<file path="src/rtl/apb_pkg.sv">
// Shared APB slave definitions: bus widths, wait counter width and FSM states.
package apb_pkg;

  localparam int unsigned APB_ADDR_W = 8;
  localparam int unsigned APB_DATA_W = 8;
  localparam int unsigned WAIT_CNT_W = 4;

  typedef enum logic [1:0] {
    IDLE  = 2'd0,
    WAIT  = 2'd1,
    READY = 2'd2
  } apb_slv_state_t;

endpackage

</file>
<file path="src/rtl/apb_wait_gen.sv">
// APB slave sequencing: tracks setup/access phases, counts wait states and
// flags the edge on which the slave turns ready, completes or aborts.
module apb_wait_gen
  import apb_pkg::*;
#(
  parameter int unsigned WAIT_CYCLES = 2
) (
  input  logic clk,
  input  logic reset,
  input  logic psel,
  input  logic penable,
  output logic setup_edge,
  output logic ready_set,
  output logic done,
  output logic abort
);

  localparam logic [WAIT_CNT_W-1:0] CNT_INIT =
    (WAIT_CYCLES == 0) ? '0 : WAIT_CNT_W'(WAIT_CYCLES - 1);

  apb_slv_state_t state, state_next;
  logic [WAIT_CNT_W-1:0] cnt, cnt_next;

  // State and wait counter registers.
  always_ff @(posedge clk) begin
    if (reset) begin
      state <= IDLE;
      cnt   <= '0;
    end else begin
      state <= state_next;
      cnt   <= cnt_next;
    end
  end

  // Next-state decode and per-edge event strobes.
  always_comb begin
    state_next = state;
    cnt_next   = cnt;
    setup_edge = 1'b0;
    ready_set  = 1'b0;
    done       = 1'b0;
    abort      = 1'b0;
    unique case (state)
      IDLE: begin
        if (psel && !penable) begin
          setup_edge = 1'b1;
          if (WAIT_CYCLES == 0) begin
            state_next = READY;
            ready_set  = 1'b1;
          end else begin
            state_next = WAIT;
            cnt_next   = CNT_INIT;
          end
        end
      end
      WAIT: begin
        if (!psel) begin
          state_next = IDLE;
          abort      = 1'b1;
        end else if (penable) begin
          if (cnt == '0) begin
            state_next = READY;
            ready_set  = 1'b1;
          end else begin
            cnt_next = cnt - WAIT_CNT_W'(1);
          end
        end
      end
      READY: begin
        if (!psel) begin
          state_next = IDLE;
          abort      = 1'b1;
        end else if (penable) begin
          state_next = IDLE;
          done       = 1'b1;
        end
      end
      default: state_next = IDLE;
    endcase
  end

endmodule

</file>
<file path="src/rtl/apb_slave_mem.sv">
// APB slave backed by a DEPTH-word register file with configurable wait states.
module apb_slave_mem
  import apb_pkg::*;
#(
  parameter int unsigned ADDR_W      = APB_ADDR_W,
  parameter int unsigned DATA_W      = APB_DATA_W,
  parameter int unsigned DEPTH       = 64,
  parameter int unsigned WAIT_CYCLES = 2
) (
  input  logic              clk,
  input  logic              reset,
  input  logic              psel,
  input  logic              penable,
  input  logic              pwrite_e,
  input  logic [ADDR_W-1:0] paddr,
  input  logic [DATA_W-1:0] pdata,
  output logic [DATA_W-1:0] prdata,
  output logic              pready,
  output logic              pslverr
);

  localparam int unsigned     IDX_W     = (DEPTH > 1) ? $clog2(DEPTH) : 1;
  localparam logic [ADDR_W:0] DEPTH_EXT = (ADDR_W + 1)'(DEPTH);

  logic setup_edge, ready_set, done, abort;

  logic [IDX_W-1:0]  a_q;
  logic              w_q;
  logic              err_q;
  logic              setup_err;
  logic [IDX_W-1:0]  eff_idx;
  logic              eff_w;
  logic              eff_err;
  logic [DATA_W-1:0] mem [DEPTH];

  apb_wait_gen #(
    .WAIT_CYCLES(WAIT_CYCLES)
  ) u_wait_gen (
    .clk       (clk),
    .reset     (reset),
    .psel      (psel),
    .penable   (penable),
    .setup_edge(setup_edge),
    .ready_set (ready_set),
    .done      (done),
    .abort     (abort)
  );

  // Out-of-range accesses are flagged once at setup, so only the index bits
  // need to be kept for the rest of the transfer.
  assign setup_err = ({1'b0, paddr} >= DEPTH_EXT);

  // With zero wait states READY is entered on the setup edge itself, before
  // a_q/w_q/err_q are loaded, so the live setup values must be used there.
  always_comb begin
    eff_idx = a_q;
    eff_w   = w_q;
    eff_err = err_q;
    if (setup_edge) begin
      eff_idx = paddr[IDX_W-1:0];
      eff_w   = pwrite_e;
      eff_err = setup_err;
    end
  end

  // Capture transfer attributes at the setup edge.
  always_ff @(posedge clk) begin
    if (reset) begin
      a_q   <= '0;
      w_q   <= 1'b0;
      err_q <= 1'b0;
    end else if (setup_edge) begin
      a_q   <= paddr[IDX_W-1:0];
      w_q   <= pwrite_e;
      err_q <= setup_err;
    end
  end

  // Storage: cleared on reset, written only on an in-range completion edge.
  always_ff @(posedge clk) begin
    if (reset) begin
      for (int unsigned i = 0; i < DEPTH; i++) begin
        mem[IDX_W'(i)] <= '0;
      end
    end else if (done && w_q && !err_q) begin
      mem[a_q] <= pdata;
    end
  end

  // Registered response: raised on READY entry, dropped on completion/abort.
  always_ff @(posedge clk) begin
    if (reset) begin
      pready  <= 1'b0;
      pslverr <= 1'b0;
      prdata  <= '0;
    end else if (ready_set) begin
      pready  <= 1'b1;
      pslverr <= eff_err;
      prdata  <= (!eff_w && !eff_err) ? mem[eff_idx] : '0;
    end else if (done || abort) begin
      pready  <= 1'b0;
      pslverr <= 1'b0;
    end
  end

endmodule

</file>
<file path="config.mk">
export PLATFORM = sky130hd
export DESIGN_NAME = apb_slave_mem
export DESIGN_NICKNAME = d
export VERILOG_FILES = /design/src/rtl/apb_pkg.sv /design/src/rtl/apb_wait_gen.sv /design/src/rtl/apb_slave_mem.sv
export SDC_FILE = /design/constraint.sdc
export NUM_CORES = 1
export LEC_CHECK = 0
export BUFFER_PORTS_ARGS = -buffer_cell sky130_fd_sc_hd__buf_2
export CAP_MARGIN = 0
export CORE_MARGIN = 5
export CORE_UTILIZATION = 57
export DETAILED_ROUTE_END_ITERATION = 10
export GPL_TIMING_DRIVEN = 0
export PLACE_DENSITY = 0.76
export RECOVER_POWER = 25
export SETUP_SLACK_MARGIN = 0.05
export SLEW_MARGIN = 25
export SYNTH_ARGS = -nofsm -noshare
export SYNTH_HDL_FRONTEND = slang
export SYNTH_SLANG_ARGS = --single-unit
</file>
<file path="constraint.sdc">
create_clock -name clk -period 2.3 [get_ports clk]
set_input_delay 0.46 -clock clk [delete_from_list [all_inputs] [get_ports clk]]
set_output_delay 0.46 -clock clk [all_outputs]
set_load 0.05 [all_outputs]
</file>
==> out/metrics.csv <==
stage;metric;value;unit
worst_hold_path;worst hold-check path type;input port to register;
cts;clock tree from TritonCTS;yes;
outcome;violated checks;negative setup slack;
worst_setup_path;launching element type of the critical path;register;
layout;Final Util;0.700;
sta;min Tclk post-route;2.74;ns
worst_setup_path;Data arrival, critical path;3.25;ns
global_route;global-route wire length before repair;124000;um
cts;clock transition at the registers of the reported paths;0.07;ns
logic_synthesis;Most used DFF post-synth;sky130_fd_sc_hd__edfxtp_1;
place;placer's final routability congestion estimate;1.06;
logic_synthesis;Post-synth EDFFs;512;
routing;routed length per instance;29.3;um
floorplanning;die area;0.0485;mm2
cts;CTS Hold Buffers Added;0;
global_route;total routing resource utilization after global routing;0.360;
routing;ratio of routed vias to standard cells;6.45;
place;port buffer count;19;
cts;htree depth;2;
logic_synthesis;mean instance size in the synthesized netlist;11.2;um2
logic_synthesis;Yosys top cell area share;0.611;
sta;number of max-slew violations in the final report;0;
layout;fill cell count;3056;
logic_synthesis;number of warning messages in the yosys log;0;
global_route;vias in the first global route;18657;
power;worst vdd rail ir drop;0.610;mV
routing;total wirelength of the detailed-routed design;89200;um
floorplanning;num ports;31;
job;# Max-Cap Violations;0;
cts;CTS buffer count;56;
cts;buffers from clock root to sink, at most;3;
logic_synthesis;number of library cell types mapped by synthesis;49;
logic_synthesis;share of synthesized registers carrying an async set or reset;0;
logic_synthesis;number of nets in the synthesized netlist;2266;
place;Place WS;-1.46;ns
sta;total of endpoints with negative setup slack in the final report;494;
place;Post-Place Cell Area;0.0260;mm2
sta;setup ws final;-0.440;ns
logic_synthesis;cell area after technology mapping;0.0252;mm2
worst_setup_path;endpoint class of the critical path;register;
floorplanning;Die Width;220;um
layout;Layout Nets;2438;
sta;worst-margin pin slew;1.27;ns
layout;Non-Filler Cell Area, Final;0.0307;mm2
sta;Hold Vio Cnt, Final;0;
sta;worst slew margin relative to its limit;0.155;
logic_synthesis;list of most frequent post-synthesis cells;512 x sky130_fd_sc_hd__and2_1, 512 x sky130_fd_sc_hd__edfxtp_1, 427 x sky130_fd_sc_hd__nand2_1;
power;Leak Pwr;11.2;nW
layout;area delta synth->final;22.2;%
sta;RSZ-0062 raised after global routing;true;
sta;tightest hold margin;0.176;ns
worst_setup_path;startpoint-to-endpoint class of the critical path;register to register;
worst_setup_path;Crit path largest cell delay;0.40;ns
layout;antenna cell count;0;
worst_setup_path;worst-path cell chain;inv_4 -> ha_4 -> and4b_2 -> a21oi_4 -> buf_12 -> buf_12 -> buf_6 -> mux2i_1 -> a221o_1 -> o32ai_2 -> nor4bb_4 -> o211ai_1;
routing;number of violations reported at the end of detailed-routing iteration 0;3162;
logic_synthesis;synth top area cells;sky130_fd_sc_hd__edfxtp_1 61%, sky130_fd_sc_hd__and2_1 13%, sky130_fd_sc_hd__nand2_1 6.4%, sky130_fd_sc_hd__nand3_1 2.6%, sky130_fd_sc_hd__mux2i_1 2.0%;
logic_synthesis;post-synthesis cell count;2240;
sta;maximum achievable frequency;365;MHz
global_route;maximum number of pins on one net before global-route repair;16;
worst_setup_path;crit path buf inv count;4;
global_route;antenna violations before repair;0;
worst_setup_path;largest fanout on the critical path;7;
cts;root buffer selected by CTS;sky130_fd_sc_hd__clkbuf_16;
worst_setup_path;critical path's slowest cell;sky130_fd_sc_hd__nor4bb_4;
worst_setup_path;required time of the worst setup path;2.81;ns
worst_setup_path;dominant delay contributor by cell family on the critical path;compound AO/OA/AOI/OAI gates;
routing;first-pass detailed-route iteration total;6;
logic_synthesis;flip-flop and latch count after synthesis;536;
power;power density of the placed cells;770;mW/mm2
worst_setup_path;most used cell, CP;sky130_fd_sc_hd__buf_12;
global_route;Congestion Overflow GR;0;
floorplanning;Initial Util;0.573;
outcome;status;finished, violations left;
routing;post-route ant nets;0;
cts;clock insertion delay at the later pin of the skew report;0.62;ns
floorplanning;area of the placeable core;0.0439;mm2
routing;number of vias after detailed routing;19664;
floorplanning;row count;77;
cts;Num Clock Sinks;536;
logic_synthesis;share of synthesized area occupied by flip-flops and latches;0.630;
place;HPWL reported at the end of detailed placement;58300;um
logic_synthesis;largest area contributor in the netlist;sky130_fd_sc_hd__edfxtp_1;
sta;final clock period utilization by the worst path;1.19;
sta;sum of negative setup slack;-36.15;ns
layout;fraction of final layout cells sized beyond drive strength 1;0.219;
sta;skew final;0.0256;ns
routing;DRC errors left;0;
floorplanning;floorplan die height;220;um
worst paths after layout:
| check | start | depth (start not counted) | slack, ns | endpoint |
|---|---|---|---|---|
| setup / recovery | u_wait_gen.state[0] | 12 | -0.44 | prdata[6] |
| hold / removal | pwrite_e | 3 | 0.18 | w_q |
| setup reg to reg | u_wait_gen.state[0] | 12 | -0.44 | prdata[6] |
| hold reg to reg | pready | 2 | 0.51 | pready |
layer usage:
metal | share of wire | up-vias | track usage
li1 | - | 8201 | -
met1 | 0.35 | 9473 | 0.485
met2 | 0.43 | 1623 | 0.535
met3 | 0.15 | 365 | 0.111
met4 | 0.064 | 2 | 0.182
met5 | 0.00083 | - | 0
layout by cell type, fill, tap and decap left out, types with 33 or more instances in the layout:
| cell | instances |
|---|---|
| sky130_fd_sc_hd__mux2i_1 | 43 |
| sky130_fd_sc_hd__nand2_1 | 413 |
| sky130_fd_sc_hd__clkbuf_1 | 60 |
| sky130_fd_sc_hd__a31oi_1 | 51 |
| sky130_fd_sc_hd__edfxtp_1 | 512 |
| sky130_fd_sc_hd__or2_4 | 52 |
| sky130_fd_sc_hd__clkbuf_16 | 63 |
| sky130_fd_sc_hd__buf_4 | 81 |
| sky130_fd_sc_hd__a21oi_1 | 33 |
| sky130_fd_sc_hd__and2_1 | 512 |
| sky130_fd_sc_hd__nand3_1 | 118 |
| sky130_fd_sc_hd__nor2_4 | 67 |
where the power goes:
group / leakage [nW] / internal, mW / switching (mW)
clock: 0.903 / 5.28 / 4.00
sequential: 5.48 / 11.0 / 0.154
combinational: 4.82 / 1.03 / 2.22
total: 11.2 / 17.3 / 6.38
worst reg2reg max path: cells and delay by family, from the launching register on:
kind,cells,cell delay [ns]
AO/OA/AOI/OAI,4,0.72
adder cells (fa/ha/maj),1,0.17
buffers and inverters,4,0.48
flip-flops,1,0.36
multiplexers,1,0.25
AND/OR/NAND/NOR,2,0.65
final cells by class:
class,instances,area (um2),share of cell area
clock inverters,40,382,0.0124
well taps,592,741,0.0241
flip-flops and latches,536,15900,0.516
plain buffers,153,1240,0.0403
repair buffers,120,1120,0.0364
clock buffers,62,1470,0.0477
multi-input cells,1536,9900,0.322
inverters,9,36.3,0.00118
logic make-up after synthesis:
family,synth area share
buf+inv,0.0283
simple gates,0.261
flops,0.630
fa+ha+maj,0.00249
compound gates,0.0550
xor+xnor,0.000696
mux,0.0222
metrics by stage:
| step | total power, mW | instances |
|---|---|---|
| 2_1_floorplan | 12.6 | 2240 |
| 3_3_place_gp | 13.7 | 2851 |
| 3_5_place_dp | 13.7 | 2851 |
| 4_1_cts | 23.2 | 3010 |
| 5_1_grt | 24.0 | 3048 |
| 6_report | 23.7 | 3048 |
sequential cells by signal, summed over array words and instances (netlist names):
signal,flops
err_q,1
pready,1
u_wait_gen.cnt,4
mem,512
prdata,8
pslverr,1
u_wait_gen.state,2
a_q,6
w_q,1
repair_timing:
action | 4_1_cts | 5_1_grt
resized for setup | 461 | 93
gates cloned | 2 | 4
setup buffers | 59 | 36
setup endpoints to repair | 1033 | 762
pin swaps | 65 | 53
No activity file was read; power rests on OpenSTA's default activity.
